<file path="src/rtl/sd_pkg.sv">
// Shared types and constants for the SD command-line engine.
// Holds response codes, FSM states, the CRC7 polynomial and token widths.
package sd_pkg;

  typedef enum logic [1:0] {
    RESP_NONE        = 2'b00,
    RESP_SHORT       = 2'b01,
    RESP_LONG        = 2'b10,
    RESP_SHORT_NOCRC = 2'b11
  } resp_e;

  typedef enum logic [2:0] {
    S_IDLE,
    S_TX,
    S_WAIT,
    S_RX,
    S_GAP
  } state_e;

  localparam logic [6:0] CRC7_POLY = 7'h09;

  localparam int TOK_S    = 48;
  localparam int TOK_L    = 136;
  localparam int CRC_LO   = 8;
  localparam int LONG_HDR = 8;

endpackage

</file>
<file path="src/rtl/sd_crc7_serial.sv">
// Bit-serial CRC7 (x^7 + x^3 + 1), init zero.
// clr has priority over en.
module sd_crc7_serial
  import sd_pkg::*;
(
  input  logic       clk,
  input  logic       reset,
  input  logic       clr,
  input  logic       en,
  input  logic       din,
  output logic [6:0] crc
);

  logic fb;
  assign fb = din ^ crc[6];

  always_ff @(posedge clk or posedge reset) begin
    if (reset) begin
      crc <= '0;
    end else if (clr) begin
      crc <= '0;
    end else if (en) begin
      crc <= {crc[5:0], 1'b0} ^ ({7{fb}} & CRC7_POLY);
    end
  end

endmodule

</file>
<file path="src/rtl/sd_cmd_engine.sv">
// SD CMD-line engine: command TX with CRC7, optional response RX, Ncr timeout, Ncc gap.
// Define SD_CMD_RESP_CRC_CHECK_EN to check the CRC7 of short/long responses.
module sd_cmd_engine
  import sd_pkg::*;
#(
  parameter int TIMEOUT_CYC = 64,
  parameter int GAP_CYC     = 8,
  parameter int RESP_W      = 136
) (
  input  logic              sd_clk,
  input  logic              reset,
  input  logic              cmd_start,
  input  logic [5:0]        cmd_index,
  input  logic [31:0]       cmd_arg,
  input  logic [1:0]        resp_type,
  output logic              busy,
  output logic              done,
  output logic              timeout,
  output logic              resp_err,
  output logic [RESP_W-1:0] resp_data,
  output logic              sd_cmd_out,
  output logic              sd_cmd_oe,
  input  logic              sd_cmd_in
);

  localparam int WCW = $clog2(TIMEOUT_CYC + 1);
  localparam int GCW = $clog2(GAP_CYC + 1);

  localparam logic [7:0] TX_CRC_AT = 8'(TOK_S - CRC_LO - 1);
  localparam logic [7:0] TX_LAST   = 8'(TOK_S - 1);
  localparam logic [7:0] RX_S_LAST = 8'(TOK_S - 1);
  localparam logic [7:0] RX_L_LAST = 8'(TOK_L - 1);
  localparam logic [7:0] RX_L_LO   = 8'(LONG_HDR);
  localparam logic [7:0] RX_L_HI   = 8'(TOK_L - CRC_LO - 1);

  state_e         state;
  resp_e          rt;
  logic [47:0]    tx_sr;
  logic [7:0]     bit_cnt;
  logic [WCW-1:0] wait_cnt;
  logic [GCW-1:0] gap_cnt;
  logic [6:0]     tx_crc;
  logic           tx_crc_en;
  logic           is_long;
  logic           rx_last;
  logic           crc_bad;

  assign is_long = (rt == RESP_LONG);
  assign rx_last = bit_cnt == (is_long ? RX_L_LAST : RX_S_LAST);

  // Start bit is zero, so clearing in IDLE already accounts for it.
  assign tx_crc_en = (state == S_TX) && (bit_cnt < TX_CRC_AT);

  sd_crc7_serial u_tx_crc (
    .clk   (sd_clk),
    .reset (reset),
    .clr   (state == S_IDLE),
    .en    (tx_crc_en),
    .din   (tx_sr[47]),
    .crc   (tx_crc)
  );

`ifdef SD_CMD_RESP_CRC_CHECK_EN
  logic [6:0] rx_crc;
  logic       rx_crc_en;
  logic       rx_win;

  assign rx_win = is_long
    ? (bit_cnt >= RX_L_LO) && (bit_cnt <= RX_L_HI)
    : (bit_cnt <= TX_CRC_AT);

  assign rx_crc_en =
    ((state == S_WAIT) && !sd_cmd_in && !is_long) ||
    ((state == S_RX) && rx_win);

  sd_crc7_serial u_rx_crc (
    .clk   (sd_clk),
    .reset (reset),
    .clr   (state == S_IDLE),
    .en    (rx_crc_en),
    .din   (sd_cmd_in),
    .crc   (rx_crc)
  );

  // In the end-bit cycle resp_data[6:0] holds the received CRC bits.
  assign crc_bad = ((rt == RESP_SHORT) || (rt == RESP_LONG)) &&
                   (rx_crc != resp_data[6:0]);
`else
  assign crc_bad = 1'b0;
`endif

  always_ff @(posedge sd_clk or posedge reset) begin
    if (reset) begin
      state      <= S_IDLE;
      rt         <= RESP_NONE;
      tx_sr      <= '0;
      bit_cnt    <= '0;
      wait_cnt   <= '0;
      gap_cnt    <= '0;
      busy       <= 1'b0;
      done       <= 1'b0;
      timeout    <= 1'b0;
      resp_err   <= 1'b0;
      resp_data  <= '0;
      sd_cmd_out <= 1'b1;
      sd_cmd_oe  <= 1'b0;
    end else begin
      done <= 1'b0;
      unique case (state)
        S_IDLE: begin
          if (cmd_start) begin
            rt         <= resp_e'(resp_type);
            tx_sr      <= {1'b1, cmd_index, cmd_arg, 7'd0, 1'b1, 1'b0};
            bit_cnt    <= '0;
            timeout    <= 1'b0;
            resp_err   <= 1'b0;
            resp_data  <= '0;
            busy       <= 1'b1;
            sd_cmd_oe  <= 1'b1;
            sd_cmd_out <= 1'b0;
            state      <= S_TX;
          end
        end
        S_TX: begin
          bit_cnt <= bit_cnt + 8'd1;
          if (bit_cnt == TX_LAST) begin
            sd_cmd_oe  <= 1'b0;
            sd_cmd_out <= 1'b1;
            wait_cnt   <= WCW'(1);
            gap_cnt    <= '0;
            state      <= (rt == RESP_NONE) ? S_GAP : S_WAIT;
          end else if (bit_cnt == TX_CRC_AT) begin
            sd_cmd_out <= tx_crc[6];
            tx_sr      <= {tx_crc[5:0], 1'b1, 41'd0};
          end else begin
            sd_cmd_out <= tx_sr[47];
            tx_sr      <= {tx_sr[46:0], 1'b0};
          end
        end
        S_WAIT: begin
          if (!sd_cmd_in) begin
            resp_data <= {resp_data[RESP_W-2:0], sd_cmd_in};
            bit_cnt   <= 8'd1;
            state     <= S_RX;
          end else if (wait_cnt == WCW'(TIMEOUT_CYC)) begin
            timeout <= 1'b1;
            gap_cnt <= '0;
            state   <= S_GAP;
          end else begin
            wait_cnt <= wait_cnt + WCW'(1);
          end
        end
        S_RX: begin
          resp_data <= {resp_data[RESP_W-2:0], sd_cmd_in};
          if (rx_last) begin
            resp_err <= !sd_cmd_in || crc_bad;
            gap_cnt  <= '0;
            state    <= S_GAP;
          end else begin
            bit_cnt <= bit_cnt + 8'd1;
          end
        end
        S_GAP: begin
          if (gap_cnt == GCW'(GAP_CYC - 1)) begin
            done  <= 1'b1;
            busy  <= 1'b0;
            state <= S_IDLE;
          end else begin
            gap_cnt <= gap_cnt + GCW'(1);
          end
        end
        default: state <= S_IDLE;
      endcase
    end
  end

endmodule
</file>
<file path="config.mk">
export PLATFORM = sky130hd
export DESIGN_NAME = sd_cmd_engine
export DESIGN_NICKNAME = d
export VERILOG_FILES = /design/src/rtl/sd_pkg.sv /design/src/rtl/sd_crc7_serial.sv /design/src/rtl/sd_cmd_engine.sv
export SDC_FILE = /design/constraint.sdc
export NUM_CORES = 1
export LEC_CHECK = 0
export ABC_AREA = 0
export CAP_MARGIN = 20
export CORE_AREA = 5 5 141 143
export DETAILED_ROUTE_END_ITERATION = 8
export DIE_AREA = 0 0 146 148
export PLACE_DENSITY = 0.85
export SYNTH_ARGS = -nofsm -noshare
export SYNTH_HDL_FRONTEND = slang
export SYNTH_HIERARCHICAL = 1
export SYNTH_SLANG_ARGS = --single-unit
</file>
<file path="constraint.sdc">
create_clock -name sd_clk -period 8.4 [get_ports sd_clk]
set_input_delay 1.68 -clock sd_clk [delete_from_list [all_inputs] [get_ports sd_clk]]
set_output_delay 1.68 -clock sd_clk [all_outputs]
set_load 0.01 [all_outputs]
</file>
# Word level (Yosys, flattened, before mapping)
# Index checks and enable logic that the tools add are counted.
# totals
word_cells	115
out_inout_bits	142
input_bits	44
register_bits	221
# classes
muxes	48
eq_ne	22
n_bitwise	2
n_reduce_logical	25
n_addsub	3
order_cmp	1
# op_table
op	n
136-bit case mux with 3 select lines	1
136-bit two-way mux	2
48-bit two-way mux	3
48-bit case mux with 2 select lines	1
7-bit two-way mux	5
8-bit two-way mux	4
8-bit case mux with 4 select lines	1
3-bit two-way mux	7
4-bit two-way mux	5
2-bit inequality test, second input constant	10
8-bit by 6-bit equality test with 1-bit output, second input constant	2
4-bit case mux with 4 select lines	1
3-bit case mux with 5 select lines	1
3-bit AND reduction	5
7-bit case mux with 2 select lines	1
4-bit AND reduction	3
2-bit nonzero test	6
1-bit two-way mux	11
1-bit case mux with 2 select lines	5
8-bit by 1-bit adder with 8-bit output, second input constant	1
8-bit equality test	1
8-bit by 6-bit < comparator with 1-bit output, second input constant	1
4-bit nonzero test	2
7-bit by 1-bit adder with 7-bit output, second input constant	1
19 further kinds	21

# Logic depth before layout (Yosys ltp)
# Gate-level depths: netlist of the first run.
# depth
ltp_word	5
mapped_depth	10
mapped_depth_nobuf	7

# Cells and area by module
# The synthesis of the first run kept the hierarchy.
# modules_own_cells
mod	area_per_inst_um2	seq_area_each_um2	cells_each	n_inst
sd_cmd_engine	9103.7	5331.4	975	1
sd_crc7_serial	311.5	175.2	29	1

# Least setup slack after synthesis of the first run
# Ideal clock, no wire load.
# synth_path
path_kind	input to register
start	in sd_cmd_in
end	reg resp_data[70]
cell_stages	8
path_buffers	3
setup_time_ps	66
t_arrival_ps	2866
path_slack_ps	5468
t_required_ps	8334
cell_sequence	inv_1 o21ai_1 a21o_1 clkbuf_1 buf_2 buf_1 nand2_1 nand2_1
# synth_between
elab_chain_cells	2
# synth_lines
item	line	text
from (decl)	sd_cmd_engine.sv:23	input logic sd_cmd_in
2-bit inequality test (no line)	-	
3-bit AND reduction (no line)	-	
to (signal assigned)	sd_cmd_engine.sv:142	resp_data <= {resp_data[RESP_W-2:0], sd_cmd_in};
to (signal assigned)	sd_cmd_engine.sv:154	resp_data <= {resp_data[RESP_W-2:0], sd_cmd_in};
to (decl)	sd_cmd_engine.sv:20	output logic [RESP_W-1:0] resp_data,
# No other way between the ends.
# A chain may end at the register's enable or synchronous reset.

# Worst setup path after layout of the first run
# layout_path
start	in sd_cmd_in
end	reg resp_data[74]
# The elaborated chain is that of the path after synthesis.

==> impl_results.md, run 1 <==
- Outcome: completed
- Largest net degree at the start of global routing: 142
- GRT Overall Usage: 21.2%
- Layout area overhead: 29.7%
- Hold Buf Count CTS: 0
- RSZ-0062 raised after global routing: false
- Final Hold Viols: 0
- CP startpoint kind: input pin
- EDFF count, synth: 0
- Worst slew margin: 29.0%
- Filler cells: 1412
- Synth Area in Compound Gates: 10.1%
- End-of-flow core utilization: 66.1%
- Synth area leaders: dfrtp_1 (58%), nand2_1 (13%), nand3_1 (7.8%), a22oi_1 (2.4%), clkbuf_1 (1.8%)
- Flop pwr share: 39.8%
- Initial antenna violation count: 0
- Largest family of logic cells by synthesized area: simple AND/OR/NAND/NOR gates
- Critical Path Sink Type: flip-flop
- Fin crit period: 3.92 ns
- Hold_sp: tx_sr[39]
- Delay-heaviest family, CP: buffers and inverters
- DIE WIDTH: 146 um
- Fin crit share: 46.6%
- Critical path, cell by cell: clkdlybuf4s50_1 > inv_1 > o21ai_1 > a21oi_4 > buf_4 > buf_4 > nand3_1 > nand2_1
- Syn Area/Cell: 9.38 sq um
- First-pass GRT wire length: 38500 um
- Commonest cells after routing, fill and taps aside: nand2_1 (329), dfrtp_1 (219), clkdlybuf4s50_1 (185)
- Via count of the first global-routing pass: 7441
- Multi-input gate area: 0.00357 sq mm
- Post-synth top flop: dfrtp_1
- CTS root buffer: clkbuf_16
- Seq/Total Area, Yosys: 58.5%
- DRC viols: 0
- Core box area: 0.0185 sq mm
- Worst skew pair latency: 0.51 ns
- Setup Skew: 0.0112 ns
- Switching part of the total: 36.1%
- Peak VDD IR: 0.000205 V
- Register area: 0.00551 sq mm
- Lkg Pwr: 5.94 nW
- Rows: 50
- Most used cell, CP: buf_4
- DR vias/cell: 5.60
- Diodes inserted: 0
- Adder-Cell Fraction of Synth Area: 0.532%
- Psw: 1.24 mW
- CP Buf/Inv Count: 4
- Cell taking the most area after synthesis: dfrtp_1
- Area share of the largest cell type after synthesis: 58.2%
- First-pass DRT Iterations: 5
- WP data arrival: 4.36 ns
- Avg WL per Cell: 17.0 um
- CTS Sinks: 220
- I/O Pins: 186
- Starting DRT DRC Count: 671
- Syn Inst Count: 1004
- Clock power share: 31.5%
- Worst EP required: 8.85 ns
- Tightest Hold Check Type: flip-flop to flip-flop
- Count of cell types in the netlist: 61
- Power Internal: 2.20 mW
- Crit-path max cell delay: 0.70 ns
- Post-Syn Area: 0.00942 sq mm
- Combinational Power Share: 28.7%
- Post-Syn Nets: 1052
- Final TNS setup: 0 ns
- Reg2reg start: state[2]
- CTS Buf Count: 24
- Via count: 7842
- Cts repair resizes: 0
- H-tree depth: 1
- Ys async rst share: 100%
- Worst setup path start: sd_cmd_in
- Max Cap Violations: 0
- Final setup vio count: 0
- Worst-Margin Slew: 1.06 ns
- Share of layout cells above drive strength 1: 6.26%
- Total Die Area: 0.0216 sq mm
- Clock transition at the registers of the reported paths: 0.06 ns
- CP Max Fanout: 74
- GPL Wtd Cong: 0.821
- PwrDens: 282 mW/mm^2
- Die Y-Extent: 148 um
- Initial core utilization: 51.0%
- Commonest non-fill, non-tap cell in the layout: nand2_1
- Slowest CP cell: buf_4
- Grt ovf: 0
- Detail Placement HPWL: 15500 um
- Yosys warning count: 6
- Postcts setup bufs: 0
- PortBufs: 185
- Max Clk Rate: 0.255 GHz
- Slew Viols, Final: 0
- Clock buffer depth: 3
- Synthesized flop and latch total: 220
- Post-layout nets: 1198
- DRT Wirelength: 23800 um
- Simple-gate share of the synthesized area: 25.1%
- CTS tree: built
- CP Class: input pin to flip-flop
- Synth Area in XOR/XNOR: 0.558%
- Mux contribution to synthesized area: 1.21%
- Post-route ant nets: 0
power groups by stage:
| stage | logic (mW) | clock network (mW) | registers (mW) |
|---|---|---|---|
| final | 0.987 | 1.09 | 1.37 |
| after global routing | 1.10 | 1.16 | 1.39 |
| after CTS | 0.974 | 1.11 | 1.37 |
| after detailed placement | 0.971 | 0 | 1.38 |
| after global placement | 0.936 | 0 | 1.38 |
| after floorplan | 0.821 | 0 | 1.32 |
synth_stat cells, types with 2 or more instances:
master    count
a21boi_1      2
a21o_1        2
a21oi_1      22
a222oi_1      8
a22o_1        8
a22oi_1      30
a31oi_1       6
a41oi_1       2
and2_1        2
and3_1        5
buf_1         2
buf_2        25
clkbuf_1     46
dfrtp_1     219
ha_1          4
inv_1        17
mux2_1        2
mux2i_1       8
nand2_1     329
nand2b_1      2
nand3_1     146
nand4b_1      2
nor2_1       30
nor2b_1       3
nor3_1        2
nor3_2        2
nor3b_1       6
nor3b_2       3
o21a_1        5
o21ai_0      17
o21ai_1      11
o22ai_1       2
xnor2_1       6
sequential cells by signal (all words and copies together), names as in the netlist:
| signal | cells |
|---|---|
| bit_cnt | 8 |
| busy | 1 |
| done | 1 |
| gap_cnt | 4 |
| resp_data | 136 |
| resp_err | 1 |
| rt | 2 |
| sd_cmd_oe | 1 |
| sd_cmd_out | 1 |
| state | 3 |
| timeout | 1 |
| tx_sr | 47 |
| u_tx_crc/crc | 7 |
| wait_cnt | 7 |
logic make-up after synthesis:
| family | Yosys count |
|---|---|
| AO/OA/AOI/OAI | 131 |
| XOR/XNOR | 6 |
| adder cells (fa/ha/maj) | 4 |
| buffers and inverters | 91 |
| flip-flops | 220 |
| multiplexers | 11 |
| AND/OR/NAND/NOR | 541 |
per-layer routing:
layer	wire [um]	share of wire (%)	vias up	global-route usage, %
met4	512	2.2	0	6.02
met2	11400	48	292	35.0
met5	0	0	-	0
met3	1900	8.0	45	4.90
met1	9980	42	3826	28.3
li1	-	-	3679	-
worst register-to-register path: cells and delay by family, from the launching register on:
kind,cells,cell delay (ns)
AO/OA/AOI/OAI,2,0.36
flip-flops,1,0.66
AND/OR/NAND/NOR,3,2.27
worst paths after layout:
| path | slack (ns) | cells after the start | endpoint |
|---|---|---|---|
| setup / recovery | 4.48 | 8 | resp_data[74] |
| hold / removal | 0.47 | 2 | tx_sr[40] |
| setup reg to reg | 5.03 | 5 | tx_sr[18] |
| hold reg to reg | 0.47 | 2 | tx_sr[40] |
| max in group asynchronous | 5.05 | 3 | resp_data[10] |
| min in group asynchronous | 1.56 | 2 | u_tx_crc/crc[0] |
through the flow:
step / cell area [sq um] / total power [mW] / worst slack [ns] / std cells / hold WS, ns
2_1_floorplan: 9420 / 2.14 / 0.899 / 1004 / 0.439
3_3_place_gp: 11300 / 2.31 / 4.09 / 1356 / 0.451
3_5_place_dp: 11300 / 2.36 / 4.05 / 1356 / 0.462
4_1_cts: 12200 / 3.45 / 4.53 / 1399 / 0.476
5_1_grt: 12200 / 3.65 / 4.35 / 1401 / 0.497
6_report: 12200 / 3.45 / 4.48 / 1401 / 0.473
cell type report:
cell class	count	area share [%]
tap	234	2.40
inverter	17	0.584
clock buffer	34	5.64
timing repair buffer	194	15.9
sequential	220	45.1
clock inverter	9	1.16
multi-input combinational	693	29.2
Power figures use the tool's default switching activity.
==> run 2: changes to the inputs <==
==> constraint.sdc (replaced) <==
create_clock -name sd_clk -period 3.7 [get_ports sd_clk]
set_input_delay 0.74 -clock sd_clk [delete_from_list [all_inputs] [get_ports sd_clk]]
set_output_delay 0.74 -clock sd_clk [all_outputs]
set_load 0.01 [all_outputs]
==> run 2 against run 1 <==
Against the previous run:
- flip-flop and latch count stayed put
- sequential power rose by 130%
- routed wire length about the same
- count of clock-buffer cells in the layout fell by 2
- clock power increased by 130%
- sequential share of layout area shrank 0.68 points
- die area did not move
- via count up 1.7%
- worst setup slack worse by 3.6 ns
- total power grew 130%
- critical endpoint is now tx_sr[19]
- largest cell class unchanged
- highest routed layer unchanged
==> impl_results.md, run 2 (synthesis results as in run 1) <==
- Outcome: completed
- R2R cell count: 5 (unchanged)
- Detail Placement HPWL: 16100 um (+3.5%)
- Placed cells: 1373 (+1.3%)
- Biggest register: resp_data
- Diodes inserted: 0 (unchanged)
- Met3 Use GR: 4.94% (+0.031 points)
- Worst-Margin Slew: 1.04 ns (-0.0222 ns)
- Clock buffer depth: 3 (unchanged)
- CTS root buffer: clkbuf_16
- Commonest non-fill, non-tap cell in the layout: nand2_1
- Initial core utilization: 51.0% (unchanged)
- Peak VDD IR: 0.000464 V (+130%)
- Busiest grt layer: met2
- GR Util met2: 33.8% (-1.1 points)
- Hold Buf Count CTS: 0 (unchanged)
- Filler cells: 1392 (-1.4%)
- Worst EP required: 4.12 ns (-4.73 ns)
- DR vias/cell: 5.64 (+0.72%)
- Final Hold Viols: 0 (unchanged)
- Post-route ant nets: 0 (unchanged)
- Layout area overhead: 31.6%
- Starting DRT DRC Count: 602 (-10%)
- CTS Sinks: 220 (unchanged)
- Post-layout nets: 1212 (+1.2%)
- Max Cap Violations: 0 (unchanged)
- CTS tree: built
- DRC viols: 0 (unchanged)
- WP data arrival: 3.26 ns (-1.10 ns)
- Fin crit period: 2.84 ns
- Clock transition at the registers of the reported paths: 0.06 ns (about the same)
- Worst slew margin: 30.2% (+1.2 points)
- Final TNS setup: 0 ns (unchanged)
- Max reg flops: 136 (unchanged)
- CP startpoint kind: flip-flop
- Fin crit share: 76.7%
- CP Max Fanout: 18 (-76%)
- RSZ-0062 raised after global routing: false
- Share of layout cells above drive strength 1: 7.71% (+1.5 points)
- Die Y-Extent: 148 um (unchanged)
- DIE WIDTH: 146 um (unchanged)
- H-tree depth: 1 (unchanged)
- Commonest cells after routing, fill and taps aside: nand2_1 (329), dfrtp_1 (219), clkdlybuf4s50_1 (185)
- GPL Wtd Cong: 0.841 (+2.5%)
- Grt ovf: 0 (unchanged)
- Critical Path Sink Type: flip-flop
- Cts repair resizes: 0 (unchanged)
- Postcts setup bufs: 0 (unchanged)
- Register area: 0.00551 sq mm (unchanged)
- DRT Wirelength: 23800 um (about the same)
- Initial antenna violation count: 0 (unchanged)
- Lkg Pwr: 6.05 nW (+1.8%)
- Worst skew pair latency: 0.51 ns (about the same)
- PwrDens: 644 mW/mm^2 (+130%)
- I/O Pins: 186 (unchanged)
- Via count of the first global-routing pass: 7680 (+3.2%)
- Slew Viols, Final: 0 (unchanged)
- Setup Skew: 0.0148 ns (+0.00356 ns)
- Final setup vio count: 0 (unchanged)
- Max Clk Rate: 0.352 GHz
- Largest net degree at the start of global routing: 74 (-48%)
- First-pass GRT wire length: 39600 um (+2.9%)
- Total Die Area: 0.0216 sq mm (unchanged)
- Hold path depth: 2 (unchanged)
- CTS Buf Count: 23 (-4.2%)
- Met1 usage: 30.2% (+1.8 points)
- Tightest Hold Check Type: flip-flop to flip-flop
- First-pass DRT Iterations: 8 (+3)
- GRT Overall Usage: 21.6% (+0.45 points)
- Multi-input gate area: 0.00357 sq mm (unchanged)
- Core box area: 0.0185 sq mm (unchanged)
- Fin cells: 1414 (+0.93%)
- CP Class: flip-flop to flip-flop
- Rows: 50 (unchanged)
- Avg WL per Cell: 16.8 um (-0.97%)
- Via count: 7972 (+1.7%)
- Top flop regs: resp_data: 136 flops, tx_sr: 47 flops, bit_cnt: 8 flops
- PortBufs: 185 (unchanged)
-- run 2: worst max-delay path, stage by stage, from the launching register on --
cell and delay (ns):
dfrtp_1 0.69, nor2b_1 0.56, nand2b_1 0.29, nor2_1 0.86
a22oi_1 0.15, o21ai_0 0.21
-- run 2: layer usage --
layer  up-vias  part of all wire, %
met4         0                  3.1
met1      3855                   41
li1       3701                    -
met5         -                    0
met2       352                   46
met3        64                  9.0
-- run 2: final timing paths --
check | endpoint | slack, ns | startpoint
max | tx_sr[19] | 0.86 | state[0]
min | busy | 0.47 | busy
max reg2reg | tx_sr[19] | 0.86 | state[0]
min reg2reg | busy | 0.47 | busy
max in group asynchronous | sd_cmd_out | 2.10 | reset
min in group asynchronous | u_tx_crc/crc[6] | 0.54 | reset
-- run 2: report_power, final --
part / internal [mW] / switching, mW / total, mW / leakage, nW
sequential: 2.77 / 0.335 / 3.11 / 2.96
clock: 1.53 / 0.948 / 2.48 / 0.415
combinational: 0.828 / 1.57 / 2.40 / 2.68
total: 5.13 / 2.85 / 7.98 / 6.05
-- run 2: area by class of cell --
| cell class | count | area share [%] |
|---|---|---|
| clock buffers | 32 | 5.64 |
| clock inverters | 9 | 1.03 |
| inverters | 17 | 0.545 |
| multi-input cells | 693 | 28.8 |
| flip-flops and latches | 220 | 44.4 |
| well taps | 234 | 2.36 |
| repair buffers | 209 | 17.2 |
-- run 2: through the flow --
| stage | worst slack, ns | util [%] | power, mW | hold slack [ns] | instance area [sq um] |
|---|---|---|---|---|---|
| after floorplan | 0.191 | - | 4.85 | 0.439 | 9420 |
| after global placement | 0.917 | 62.7 | 5.43 | 0.453 | 11600 |
| after detailed placement | 0.811 | 62.7 | 5.51 | 0.462 | 11600 |
| after CTS | 0.799 | 67.2 | 8.02 | 0.478 | 12400 |
| after global routing | 0.481 | 67.2 | 8.46 | 0.500 | 12400 |
| final | 0.861 | 67.2 | 7.98 | 0.474 | 12400 |
